$ cat src/rtl/gin_pkg.sv
// ---------------------------------------------------------------------------
// gin_pkg
// Shared definitions for the GIN scheduler slice: scheduler state encoding,
// default parameter values and a small width helper.
// ---------------------------------------------------------------------------
package gin_pkg;

  localparam int DEF_BITWIDTH        = 16;
  localparam int DEF_TAG_LENGTH      = 4;
  localparam int DEF_NUM_CONTROLLERS = 10;
  localparam int XFER_CNT_W          = 16;

  typedef enum logic [2:0] {
    S_IDLE  = 3'd0,
    S_PROG  = 3'd1,
    S_FETCH = 3'd2,
    S_XFER  = 3'd3,
    S_DONE  = 3'd4
  } state_t;

  // Counter width able to hold 0..n-1, never narrower than one bit.
  function automatic int idx_width(input int n);
    return (n > 1) ? $clog2(n) : 1;
  endfunction

endpackage

$ cat src/rtl/gin_scan_serializer.sv
// ---------------------------------------------------------------------------
// gin_scan_serializer
// Holds the controller tag table captured on an accepted start and walks it
// from the highest controller index down to controller 0, one tag per cycle
// while 'active' is high.
//
// Ports
//   clk       : clock, rising edge
//   rstb      : synchronous active-high reset
//   load      : capture cfg_tags and restart the walk at the top controller
//   cfg_tags  : packed tag table, controller i at [i*TAG_LENGTH +: TAG_LENGTH]
//   active    : scheduler is in the programming state
//   scan_tag  : tag of the controller currently addressed (0 when inactive)
//   last      : the walk is at controller 0
// ---------------------------------------------------------------------------
module gin_scan_serializer
  import gin_pkg::*;
#(
  parameter int TAG_LENGTH      = DEF_TAG_LENGTH,
  parameter int NUM_CONTROLLERS = DEF_NUM_CONTROLLERS
) (
  input  logic                                  clk,
  input  logic                                  rstb,
  input  logic                                  load,
  input  logic [TAG_LENGTH*NUM_CONTROLLERS-1:0] cfg_tags,
  input  logic                                  active,
  output logic [TAG_LENGTH-1:0]                 scan_tag,
  output logic                                  last
);

  localparam int IDX_W = idx_width(NUM_CONTROLLERS);
  localparam logic [IDX_W-1:0] IDX_TOP = IDX_W'(NUM_CONTROLLERS - 1);

  logic [TAG_LENGTH*NUM_CONTROLLERS-1:0] tags_q;
  logic [IDX_W-1:0]                      idx_q;

  // NOTE: the tag table is a plain register bank, not a RAM, so clearing it
  // on reset costs nothing and keeps stale configuration from leaking out.
  // NOTE: sequential state uses non-blocking assignments so every register
  // samples pre-edge values regardless of statement order.
  always_ff @(posedge clk) begin
    if (rstb) begin
      tags_q <= '0;
      idx_q  <= '0;
    end else if (load) begin
      tags_q <= cfg_tags;
      idx_q  <= IDX_TOP;
    end else if (active && (idx_q != '0)) begin
      idx_q <= idx_q - 1'b1;
    end
  end

  assign last     = (idx_q == '0);
  assign scan_tag = active ? tags_q[int'(idx_q)*TAG_LENGTH +: TAG_LENGTH] : '0;

endmodule

$ cat src/rtl/gin_scheduler.sv
// ---------------------------------------------------------------------------
// gin_scheduler
// Programs NUM_CONTROLLERS GIN multicast controllers over the scan chain,
// then streams num_xfers words from a valid/ready source into the GIN
// delivery port, sustaining one transfer per cycle when both sides allow.
//
// Ports
//   clk, rstb                  : clock, synchronous active-high reset
//   start, abort               : begin a sequence (IDLE only) / abandon it
//   cfg_tags, num_xfers        : configuration, captured on accepted start
//   src_valid/tag/data, ready  : upstream stream
//   gin_program, gin_scan_tag  : scan-chain tag programming
//   gin_enable/tag/value       : GIN delivery, gin_unit_ready completes it
//   busy, done, xfer_count     : status
// ---------------------------------------------------------------------------
module gin_scheduler
  import gin_pkg::*;
#(
  parameter int BITWIDTH        = DEF_BITWIDTH,
  parameter int TAG_LENGTH      = DEF_TAG_LENGTH,
  parameter int NUM_CONTROLLERS = DEF_NUM_CONTROLLERS
) (
  input  logic                                  clk,
  input  logic                                  rstb,
  input  logic                                  start,
  input  logic                                  abort,
  input  logic [TAG_LENGTH*NUM_CONTROLLERS-1:0] cfg_tags,
  input  logic [15:0]                           num_xfers,
  input  logic                                  src_valid,
  input  logic [TAG_LENGTH-1:0]                 src_tag,
  input  logic [BITWIDTH-1:0]                   src_data,
  output logic                                  src_ready,
  output logic                                  gin_program,
  output logic [TAG_LENGTH-1:0]                 gin_scan_tag,
  output logic                                  gin_enable,
  output logic [TAG_LENGTH-1:0]                 gin_tag,
  output logic [BITWIDTH-1:0]                   gin_value,
  input  logic                                  gin_unit_ready,
  output logic                                  busy,
  output logic                                  done,
  output logic [15:0]                           xfer_count
);

  state_t                  state, state_next;
  logic [XFER_CNT_W-1:0]   num_q;
  logic [XFER_CNT_W-1:0]   count_inc;
  logic                    more_left;
  logic                    last_xfer;
  logic                    accept_start;
  logic                    xfer_fire;
  logic                    prog_last;

  assign accept_start = (state == S_IDLE) && start && !abort;
  assign xfer_fire    = (state == S_XFER) && gin_unit_ready && !abort;

  // In XFER xfer_count < num_q, so the increment cannot wrap even at 16'hFFFF.
  assign count_inc = xfer_count + 16'd1;
  assign last_xfer = (count_inc == num_q);
  // Widened compare: another word may be pulled only if it is not the last.
  assign more_left = ({1'b0, xfer_count} + 17'd1) < {1'b0, num_q};

  gin_scan_serializer #(
    .TAG_LENGTH      (TAG_LENGTH),
    .NUM_CONTROLLERS (NUM_CONTROLLERS)
  ) u_scan (
    .clk      (clk),
    .rstb     (rstb),
    .load     (accept_start),
    .cfg_tags (cfg_tags),
    .active   (state == S_PROG),
    .scan_tag (gin_scan_tag),
    .last     (prog_last)
  );

  // State register.
  always_ff @(posedge clk) begin
    if (rstb) state <= S_IDLE;
    else      state <= state_next;
  end

  // Next-state logic. Abort outranks every transition, including start.
  always_comb begin
    // NOTE: every variable assigned in always_comb gets a default first so
    // no path leaves it unassigned and no latch is inferred.
    state_next = state;
    if (abort) begin
      state_next = S_IDLE;
    end else begin
      case (state)
        S_IDLE:  if (start) state_next = S_PROG;
        S_PROG:  if (prog_last) state_next = (num_q == '0) ? S_DONE : S_FETCH;
        S_FETCH: if (src_valid) state_next = S_XFER;
        S_XFER: begin
          if (gin_unit_ready) begin
            if (last_xfer)                   state_next = S_DONE;
            else if (src_valid && src_ready) state_next = S_XFER;
            else                             state_next = S_FETCH;
          end
        end
        S_DONE:  state_next = S_IDLE;
        default: state_next = S_IDLE;
      endcase
    end
  end

  // Output decode. src_ready is masked by abort so an abandoned sequence
  // never consumes a word it will not deliver.
  always_comb begin
    busy        = 1'b1;
    done        = 1'b0;
    gin_program = 1'b0;
    gin_enable  = 1'b0;
    src_ready   = 1'b0;
    case (state)
      S_IDLE:  busy        = 1'b0;
      S_PROG:  gin_program = 1'b1;
      S_FETCH: src_ready   = !abort;
      S_XFER: begin
        gin_enable = 1'b1;
        src_ready  = !abort && gin_unit_ready && more_left;
      end
      S_DONE:  done        = 1'b1;
      default: busy        = 1'b0;
    endcase
  end

  // Datapath: latched transfer target, delivered count and the word on offer.
  always_ff @(posedge clk) begin
    if (rstb) begin
      num_q      <= '0;
      xfer_count <= '0;
      gin_tag    <= '0;
      gin_value  <= '0;
    end else begin
      if (accept_start) begin
        num_q      <= num_xfers;
        xfer_count <= '0;
      end
      if (xfer_fire) xfer_count <= count_inc;
      if (src_valid && src_ready) begin
        gin_tag   <= src_tag;
        gin_value <= src_data;
      end
    end
  end

endmodule

$ cat config.mk
export PLATFORM = sky130hd
export DESIGN_NAME = gin_scheduler
export DESIGN_NICKNAME = d
export VERILOG_FILES = /design/src/rtl/gin_pkg.sv /design/src/rtl/gin_scan_serializer.sv /design/src/rtl/gin_scheduler.sv
export SDC_FILE = /design/constraint.sdc
export NUM_CORES = 1
export LEC_CHECK = 0
export CELL_PAD_IN_SITES_DETAIL_PLACEMENT = 1
export CELL_PAD_IN_SITES_GLOBAL_PLACEMENT = 1
export CORE_MARGIN = 8
export CORE_UTILIZATION = 34
export CTS_BUF_LIST = sky130_fd_sc_hd__clkbuf_4
export CTS_CLUSTER_DIAMETER = 200
export DETAILED_ROUTE_END_ITERATION = 6
export GPL_ROUTABILITY_DRIVEN = 0
export GPL_TIMING_DRIVEN = 0
export HOLD_SLACK_MARGIN = 0.03
export PLACE_DENSITY_LB_ADDON = 0.2
export SLEW_MARGIN = 25
export SYNTH_ARGS = -nofsm -noshare
export SYNTH_HDL_FRONTEND = slang
export SYNTH_HIERARCHICAL = 1
export SYNTH_SLANG_ARGS = --single-unit
$ cat constraint.sdc
create_clock -name clk -period 2.7 [get_ports clk]
set_input_delay 0.27 -clock clk [delete_from_list [all_inputs] [get_ports clk]]
set_output_delay 0.27 -clock clk [all_outputs]
set_load 0.01 [all_outputs]
# Word level (Yosys, flattened, before mapping)
# Index checks and enable logic that the tools add are counted.
totals:
  register_bits: 99
  in_bits: 82
  output_inout_bits: 45
  elab_cells: 59
classes:
  n_mux: 18
  addsub: 3
  n_eq_ne: 9
  n_reduce_logical: 19
  shifts: 1
  magnitude_cmp: 1
op_table:
  columns: ["cell", "n"]
  rows:
  - ["indexed part select 40 x 7 -> 4 bit", 1]
  - ["two-way mux 16 bit", 2]
  - ["two-way mux 3 bit", 6]
  - ["adder 16 x 1 -> 17 bit, second input constant", 1]
  - ["less-than comparator 17 x 16 -> 1 bit", 1]
  - ["adder 16 x 1 -> 16 bit, second input constant", 1]
  - ["== test 16 bit", 1]
  - ["logical NOT 16 bit", 1]
  - ["two-way mux 4 bit", 3]
  - ["one-hot mux 3 bit (4 select lines)", 1]
  - ["logical AND 1 bit", 8]
  - ["inequality test 2 bit, second input constant", 4]
  - ["== test 3 x 2 -> 1 bit, second input constant", 2]
  - ["two-way mux 1 bit", 5]
  - ["logical NOT 4 bit", 1]
  - ["AND reduction 4 bit", 1]
  - ["nonzero test 2 bit", 2]
  - ["nonzero test 4 bit", 1]
  - ["OR reduction 2 bit", 2]
  - ["OR reduction 4 bit", 1]
  - ["subtractor 4 x 1 -> 4 bit, second input constant", 1]
  - ["== test 3 x 1 -> 1 bit, second input constant", 1]
  - ["== test 3 bit, second input constant", 1]
  - ["logical NOT 3 bit", 1]
  - ["other kinds (2)", 2]

# Logic depth before layout (Yosys ltp)
logic_depth:
  ltp_word: 9
  ltp_mapped: 13
  mapped_depth_nobuf: 13

# By module
# Netlist, hierarchy kept.
by_module_without_submodules:
  columns: ["module", "cells_each", "seq_area_each_um2", "n_inst", "area_per_inst_um2"]
  rows:
  - ["gin_scheduler", 391, 1101.1, 1, 3173.0]
  - ["gin_scan_serializer", 180, 880.8, 1, 1949.4]

# Least setup slack after synthesis
# Ideal clock, no wire load.
synth_path:
  path_kind: "reg2reg"
  startpoint: "reg xfer_count[0]"
  endpoint: "reg state[1]"
  path_stages_with_launch: 14
  setup_ps: 131
  path_buffers: 0
  required_time_ps: 2569
  synth_period_minus_slack_ps: 2832
  path_slack_ps: -132
  t_arrival_ps: 2701
  path_cell_list: "dfxtp_1 > ha_1 > inv_1 > nor2_2 > and3_1 > nand3_1 > xnor2_1 > ha_1 > nand3_1 > or3_1 > nor4_1 > nor2_1 > o21ai_0 > a21boi_0"
synth_between:
  elab_chain_cells: 5
synth_rtl:
  columns: ["item", "line", "text"]
  rows:
  - ["start: declaration", "gin_scheduler.sv:41", "output logic [15:0] xfer_count"]
  - ["start signal: assignment", "gin_scheduler.sv:139", "if (xfer_fire) xfer_count <= count_inc;"]
  - ["adder 16 x 1 -> 16 bit", "gin_scheduler.sv:57", "assign count_inc = xfer_count + 16'd1;"]
  - ["== test 16 bit", "gin_scheduler.sv:58", "assign last_xfer = (count_inc == num_q);"]
  - ["two-way mux 3 bit", "gin_scheduler.sv:95", "if (last_xfer) state_next = S_DONE;"]
  - ["two-way mux 3 bit", "gin_scheduler.sv:94", "if (gin_unit_ready) begin"]
  - ["one-hot mux 3 bit (4 select lines)", "gin_scheduler.sv:89", "case (state)"]
  - ["end signal: assignment", "gin_scheduler.sv:78", "else state <= state_next;"]
  - ["end: declaration", "gin_scheduler.sv:44", "state_t state, state_next;"]
# No other way between the ends. The select of a mux whose other input is x is not followed.
# A chain may end at the register's enable or synchronous reset.

# Worst setup path in the final report
layout_path:
  startpoint: "reg xfer_count[9]"
  endpoint: "out src_ready"
layout_between:
  elab_chain_cells: 4
layout_rtl:
  columns: ["item", "line", "text"]
  rows:
  - ["adder 16 x 1 -> 17 bit", "gin_scheduler.sv:60", "assign more_left = ({1'b0, xfer_count} + 17'd1) < {1'b0, num_q};"]
  - ["less-than comparator 17 x 16 -> 1 bit", "gin_scheduler.sv:60", null]
  - ["logical AND 1 bit", "gin_scheduler.sv:120", "src_ready = !abort && gin_unit_ready && more_left;"]
  - ["one-hot mux 1 bit (2 select lines)", "gin_scheduler.sv:114", "case (state)"]
  - ["end: declaration", "gin_scheduler.sv:32", "output logic src_ready,"]
# No other way between the ends.

==> summary.txt <==
Power
  – Part of the power in registers: 0.523
  – Gate power share: 0.171
  – Clock Power Share: 0.307
  – Switching portion of total power: 0.291
  – Power per unit of standard cell area: 400 mW/mm^2
  – PnR Total Power: 2.94 mW
  – Leakage: 2.87 nW
  – Net switching power figure: 856 uW
  – Cell Int Power: 2.08 mW
  – Peak VDD IR: 260 uV

Timing
  – Worst max-slew margin expressed relative to the limit: 0.561
  – Finish-stage setup viols: 24
  – Number of slew-limit violations in the final report: 0
  – Layout Skew: 0.0157 ns
  – Highest attainable clock frequency: 0.297 GHz
  – Setup repair after global routing missed its margin: yes
  – Worst slew pin tran: 0.657 ns
  – Period utilization: 1.25
  – Final Hold Viols: 0
  – Worst path setup slack after routing: -0.664 ns
  – Clock period minus final worst setup slack: 3.36 ns

Worst setup path
  – Largest fanout on the critical path: 3
  – Endpoint kind of the worst setup timing path: output port
  – Data arrival time at the worst-slack endpoint: 3.09 ns
  – Required time of the critical path: 2.43 ns
  – CP startpoint kind: register
  – Worst setup path class: reg -> out

Clock network
  – Clock root buffer: sky130_fd_sc_hd__clkbuf_4
  – TritonCTS clock tree: done
  – CTS sink cnt: 99
  – H-tree lvl count: 3
  – Clock latency of the later-clocked register in the worst-skew pair: 0.48 ns
  – Clock slew seen by the registers of the worst setup and hold paths: 0.18 ns
  – Number of buffers added by the clock tree synthesis step: 9
  – Buffers from clock root to sink, at most: 2

Cells and area
  – Share of cells above drive strength 1: 0.168
  – ANT cells: 0
  – Number of nets at the end of the flow: 849
  – Finished Core Util: 0.491
  – Area taken by multi-input logic gates: 0.00300 mm^2
  – Area added between synthesis and finish: 43.7%
  – Filler Cell Count: 1736
  – FF/Latch Area: 0.00201 mm^2

Placed design
  – HPWL after detailed placement: 12400 um
  – Port bufs: 125

Synth
  – Count of cell types in the netlist: 53
  – Compound-cell area share of the yosys netlist: 0.0940
  – Share of synthesized cell area in full adder, half adder and majority cells: 0.0440
  – Mux share of post-synthesis cell area: 0.176
  – Mapped Avg Cell Area: 8.97 um^2
  – Area share of xor/xnor cells in the synthesized design: 0.0274
  – Combinational family with the most area after synthesis: simple AND/OR/NAND/NOR gates
  – Post-synthesis net count: 671
  – Yosys warning count: 6
  – Area of the mapped netlist: 0.00512 mm^2
  – Post-Syn Instances: 571
  – Simple-gate portion of the synthesized area: 0.214
  – Fraction of the yosys area taken by sequential cells: 0.387
  – Seq cells post-synth: 99

Drt
  – Total number of vias: 4771
  – Aggregate routed wire length: 17100 um
  – Routed wirelength normalized by instance count: 18.1 um
  – Vias per cell: 5.06
  – Number of DRC violations after detailed-routing iteration 0: 115
  – DRC Markers: 0
  – Pre-antenna DRT Iters: 4
  – Remaining number of nets flagged by the antenna check after routing: 0

Run status
  – Violations in the final reports: negative setup slack
  – Status: complete, but fails checks

Die
  – Core area: 0.0150 mm^2
  – Width of the die: 139 um
  – Number of standard-cell rows in the floorplan: 45
  – Die Span Y: 139 um
  – Floorplan die area: 0.0193 mm^2
  – Starting density of the core: 0.342
  – I/O Pins: 127

GRT
  – Pin count of the biggest net entering global routing: 20
  – Number of global-route vias before repair: 5348
  – Antenna violations before repair: 0
  – First-pass GRT wire length: 27300 um
  – Global route total overflow: 0
  – Global-route usage over all layers: 0.176

Min path
  – Worst Hold Class: in -> reg

Job
  – # Max-Cap Violations: 0
[layout by cell type, fill, tap and decap left out, types with 3 or more instances in the layout]
cell type                         Yosys  layout
sky130_fd_sc_hd__nand3_4              1       3
sky130_fd_sc_hd__a21oi_1             36      35
sky130_fd_sc_hd__mux4_2               3       4
sky130_fd_sc_hd__nand2b_1            43      43
sky130_fd_sc_hd__mux2i_1             70      70
sky130_fd_sc_hd__dfxtp_4              0       7
sky130_fd_sc_hd__or3_1               10       9
sky130_fd_sc_hd__mux4_1               5       4
sky130_fd_sc_hd__buf_4                1      41
sky130_fd_sc_hd__clkbuf_1            18      17
sky130_fd_sc_hd__clkbuf_4             0      11
sky130_fd_sc_hd__dfxtp_2              0       5
sky130_fd_sc_hd__dfxtp_1             99      87
sky130_fd_sc_hd__nor3_1               6       6
sky130_fd_sc_hd__nand3_1             10       6
sky130_fd_sc_hd__o21ai_1              2       3
sky130_fd_sc_hd__nor2_1              70      67
sky130_fd_sc_hd__nor2_4               0       3
sky130_fd_sc_hd__dlymetal6s2s_1       0       3
sky130_fd_sc_hd__xor2_1               8       8
sky130_fd_sc_hd__nand4_1              7       7
sky130_fd_sc_hd__nand3_2              2       4
sky130_fd_sc_hd__ha_1                18      17
sky130_fd_sc_hd__clkdlybuf4s50_1      0     120
sky130_fd_sc_hd__o22ai_1              4       4
sky130_fd_sc_hd__buf_2               16       9
sky130_fd_sc_hd__a211oi_1             3       3
sky130_fd_sc_hd__a22oi_1              4       4
sky130_fd_sc_hd__a31oi_1              4       4
sky130_fd_sc_hd__o21ai_0             19      18
sky130_fd_sc_hd__inv_1               25      24
sky130_fd_sc_hd__buf_6                3       9
sky130_fd_sc_hd__nand2_1             42      41
sky130_fd_sc_hd__xnor2_1              8       6
sky130_fd_sc_hd__nor4_1               7       6
[what timing repair did]
action / in CTS / in global routing
hold buffers: 0 / 0
pin swaps: 15 / 15
endpoints found under the setup margin: 28 / 66
hold endpoints to repair: 0 / 0
resized for setup: 53 / 9
buffers inserted: 34 / 11
cloned: 2 / 0
[power by group through the flow]
stage | logic, mW | registers, mW | clock network [mW]
after CTS | 0.494 | 1.54 | 0.943
after detailed placement | 0.469 | 1.57 | 0
after global placement | 0.454 | 1.57 | 0
after floorplan | 0.260 | 1.56 | 0
after global routing | 0.549 | 1.54 | 0.984
final | 0.502 | 1.54 | 0.902
[path summary, 6_finish.rpt]
check,cells after the start,slack (ns),startpoint,to
worst max-delay path,13,-0.66,xfer_count[9],src_ready
worst min-delay path,2,0.15,rstb,u_scan/idx_q[3]
worst max register to register,17,-0.56,xfer_count[9],gin_tag[0]
worst min register to register,2,0.49,gin_value[11],gin_value[11]
[registers in the layout (all words and copies together), names as in the netlist]
| name | count |
|---|---|
| gin_value | 16 |
| u_scan/tags_q | 40 |
| num_q | 16 |
| xfer_count | 16 |
| u_scan/idx_q | 4 |
| gin_tag | 4 |
| state | 3 |
[per-stage QoR]
stage	std cells	setup TNS (ns)	worst slack, ns	instance area [um^2]	hold WS, ns
5_1_grt	942	-16.28	-0.817	7360	0.135
6_report	942	-12.65	-0.664	7360	0.148
4_1_cts	933	-9.81	-0.744	7270	0.107
3_3_place_gp	884	-9.04	-0.687	6680	0.458
2_1_floorplan	571	-0.745	-0.0373	5190	0.406
3_5_place_dp	884	-12.68	-0.793	6680	0.464
[logic make-up (layout without fill, tap and decap cells)]
kind of cell,after synthesis,count (layout)
compound gates,81,81
xor+xnor,16,16
fa+ha+maj,18,18
simple gates,213,213
mux,78,78
buf+inv,66,249
flops,99,99
[cell usage after synthesis (all sizes together)]
master / count / area (um^2)
nand2b: 43 / 269
a2111oi: 1 / 15.0
nor3: 7 / 40.0
inv: 26 / 97.6
xor2: 8 / 70.1
a211oi: 4 / 35.0
or3: 10 / 62.6
nor2: 71 / 269
and2: 2 / 12.5
a31oi: 4 / 25.0
ha: 18 / 225
o22ai: 4 / 25.0
xnor2: 8 / 70.1
buf: 20 / 121
nor3b: 1 / 7.51
o21ai: 21 / 105
nor4b: 1 / 15.0
nor2b: 2 / 12.5
clkbuf: 18 / 67.6
a21o: 1 / 7.51
mux4: 8 / 199
o211ai: 1 / 7.51
nor4: 8 / 65.1
a22oi: 4 / 30.0
mux2i: 70 / 701
clkinv: 2 / 8.75
nand3: 13 / 87.6
and4: 1 / 8.76
o41a: 1 / 11.3
nand2: 42 / 158
a21oi: 37 / 189
dfxtp: 99 / 1980
nand4: 7 / 43.8
o2111ai: 2 / 23.8
nand3b: 2 / 27.5
and3: 2 / 12.5
and2b: 1 / 7.51
a21boi: 1 / 7.51
[final cells by class]
cell class / instances / share of cell area
multi-input cells: 406 / 0.408
flip-flops and latches: 99 / 0.274
repair buffers: 171 / 0.224
well taps: 188 / 0.0320
plain buffers: 34 / 0.0255
inverters: 28 / 0.0145
clock inverters: 7 / 0.0129
clock buffers: 9 / 0.00918
[worst max-delay path: stages, from the launching register on]
cell                        delay, ns
sky130_fd_sc_hd__dfxtp_4         0.39
sky130_fd_sc_hd__nand4_1         0.13
sky130_fd_sc_hd__buf_4           0.17
sky130_fd_sc_hd__buf_4           0.13
sky130_fd_sc_hd__nor2_4          0.08
sky130_fd_sc_hd__and3_4          0.22
sky130_fd_sc_hd__nand3_4         0.08
sky130_fd_sc_hd__xnor2_2         0.16
sky130_fd_sc_hd__ha_1            0.31
sky130_fd_sc_hd__nand3_2         0.09
sky130_fd_sc_hd__or3_4           0.35
sky130_fd_sc_hd__o2111ai_4       0.24
sky130_fd_sc_hd__nand2_1         0.10
sky130_fd_sc_hd__buf_6           0.13
[routing by layer]
metal,wire length (um),GRT usage,vias to the layer above,share of wire
li1,-,-,2324,-
met1,6670,0.181,2337,0.39
met2,9360,0.340,91,0.55
met3,802,0.0503,19,0.047
met4,254,0.0479,0,0.015
met5,0,0,-,0
No activity file was read; power rests on OpenSTA's default activity.
==> patch, RTL diff (config.mk and constraints unchanged) <==
Reset style: asynchronous (`rstb`), changed in 3 clocked blocks. Comments in the files are not updated.
--- a/src/rtl/gin_scan_serializer.sv
+++ b/src/rtl/gin_scan_serializer.sv
@@ -38,7 +38,7 @@
   // on reset costs nothing and keeps stale configuration from leaking out.
   // NOTE: sequential state uses non-blocking assignments so every register
   // samples pre-edge values regardless of statement order.
-  always_ff @(posedge clk) begin
+  always_ff @(posedge clk or posedge rstb) begin
     if (rstb) begin
       tags_q <= '0;
       idx_q  <= '0;
--- a/src/rtl/gin_scheduler.sv
+++ b/src/rtl/gin_scheduler.sv
@@ -73,7 +73,7 @@
   );
 
   // State register.
-  always_ff @(posedge clk) begin
+  always_ff @(posedge clk or posedge rstb) begin
     if (rstb) state <= S_IDLE;
     else      state <= state_next;
   end
@@ -125,7 +125,7 @@
   end
 
   // Datapath: latched transfer target, delivered count and the word on offer.
-  always_ff @(posedge clk) begin
+  always_ff @(posedge clk or posedge rstb) begin
     if (rstb) begin
       num_q      <= '0;
       xfer_count <= '0;
Function: differs if rstb is asserted again (counterexample within 4 cycles, from zero or initial values and one cycle with rstb high); with rstb held inactive, the same outputs for 10 cycles.
==> patch against the unedited design <==
- the flow still finishes with violations (setup timing)
- critical endpoint is now gin_value[13]
- non-clock buffer count down 22
- core utilization up 0.17 points
- count of clock-buffer cells in the layout unchanged
- wire length down 10%
- hold slack worse by 32 ps
- sequential share of layout area up 6.1 points
- final area up 1.1%
- highest routed layer unchanged
- synthesized area up 1.6%
- setup slack better by 86 ps
- critical path type is now flop to flop
- global-route usage down 1.6 points
- sequential cell count unchanged
Power is not compared: it rests on default switching activity, and its combinational part moved more than twofold at a synthesized area within 25%.
==> patch: results <==
[outcome]
status = "finished with violations"
violations_in_the_final_reports = "setup timing"

[clock_network]
post_cts.repair.setup_buffers = 18
cts.repair.resized = 29

[global_route]
global_route_wire_length_before_repair_um = 24850
global_route.usage.met1_pct = 18.52
grt_start_max_net_pins = 42
grt.met3_usage_pct = 5.301
first_global_vias = 4687

[synth]
synth_unique_cells = 59
async_flop_share_pct = 100.0
post_synth_main_area_contributors = "sky130_fd_sc_hd__dfrtp_1, sky130_fd_sc_hd__mux2_2, sky130_fd_sc_hd__mux2_4"
synth_fp_nets = 558
syn-mean-instance-area_um2 = 11.36
seq_area_frac_synth_pct = 47.60
synthTopCellsByCount = "sky130_fd_sc_hd__dfrtp_1, sky130_fd_sc_hd__mux2_2, sky130_fd_sc_hd__nand2_1"

[sta]
skew_ps = 19.49
setup_tns_after_final_layout_ps = -12270
finalSetupViolCount = 23
postLayoutSetupSlackWorst_ps = -578.1
worst_slew_pin_slew_ps = 710.9

[place]
final_hpwl_from_detailed_placement_um = 11570
dp_cells = 774
place_worst_setup_slack_ps = -759.2
io_buffer_count = 126
placed_cell_area_mm2 = 0.006814

[final_layout]
n_fill_cell = 1634
final_layout_size_suffix_gt1_share_pct = 29.81
nets = 730

[critical_path]
critical_path.slowest_cell = "sky130_fd_sc_hd__dfrtp_1"
path_delay_family = "compound AO/OA/AOI/OAI gates"
critical_path.max_fanout = 7
max_stage_delay_ps = 510

[detailed_routing]
routed_wirelength_um = 15380
drt_pass1_iterations = 6
dr_total_vias = 4126
detailroute.wirelength.met2_um = 7677
met3RoutedLength_um = 928
routedWlPerCell_um = 18.68
violation_count_after_the_first_detailed_route_iteration = 94
-- patch: cell types whose count changed after synthesis, moves of 25 or more --
cell | before | now
sky130_fd_sc_hd__mux2_4 | 0 | 25
sky130_fd_sc_hd__mux2i_1 | 70 | 1
sky130_fd_sc_hd__a21oi_1 | 36 | 6
sky130_fd_sc_hd__dfxtp_1 | 99 | 0
sky130_fd_sc_hd__nand2b_1 | 43 | 2
sky130_fd_sc_hd__dfrtp_1 | 0 | 99
sky130_fd_sc_hd__nor2_1 | 70 | 19
sky130_fd_sc_hd__mux2_2 | 0 | 49
-- patch: cell type report --
| type | count | area [um^2] | area share (%) |
|---|---|---|---|
| clock inverter | 6 | 128.9 | 1.732 |
| antenna | 1 | 2.502 | 0.03363 |
| buffer | 19 | 147.6 | 1.984 |
| clock buffer | 9 | 67.56 | 0.9080 |
| inverter | 27 | 105.1 | 1.412 |
| sequential | 99 | 2487 | 33.43 |
| tap | 188 | 235.2 | 3.161 |
| timing repair buffer | 164 | 1598 | 21.47 |
| multi-input combinational | 310 | 2669 | 35.87 |
-- patch: final timing paths --
path,cells after the start,startpoint,end
max in group asynchronous,3,rstb,u_scan/tags_q[29]
hold / removal,2,rstb,gin_value[10]
setup / recovery,12,xfer_count[9],gin_value[13]
hold reg to reg,1,u_scan/tags_q[5],u_scan/tags_q[5]
min in group clk,3,num_xfers[0],num_q[0]
setup reg to reg,12,xfer_count[9],gin_value[13]
-- patch: cells by family (layout without fill, tap and decap cells) --
family	after synthesis	count (layout)	synth area share [%]
AND/OR/NAND/NOR	110	110	10.89
AO/OA/AOI/OAI	88	88	10.94
adder cells (fa/ha/maj)	18	18	4.327
flip-flops	99	99	47.60
buffers and inverters	49	225	4.687
multiplexers	78	78	18.87
XOR/XNOR	16	16	2.692
other	0	1	0
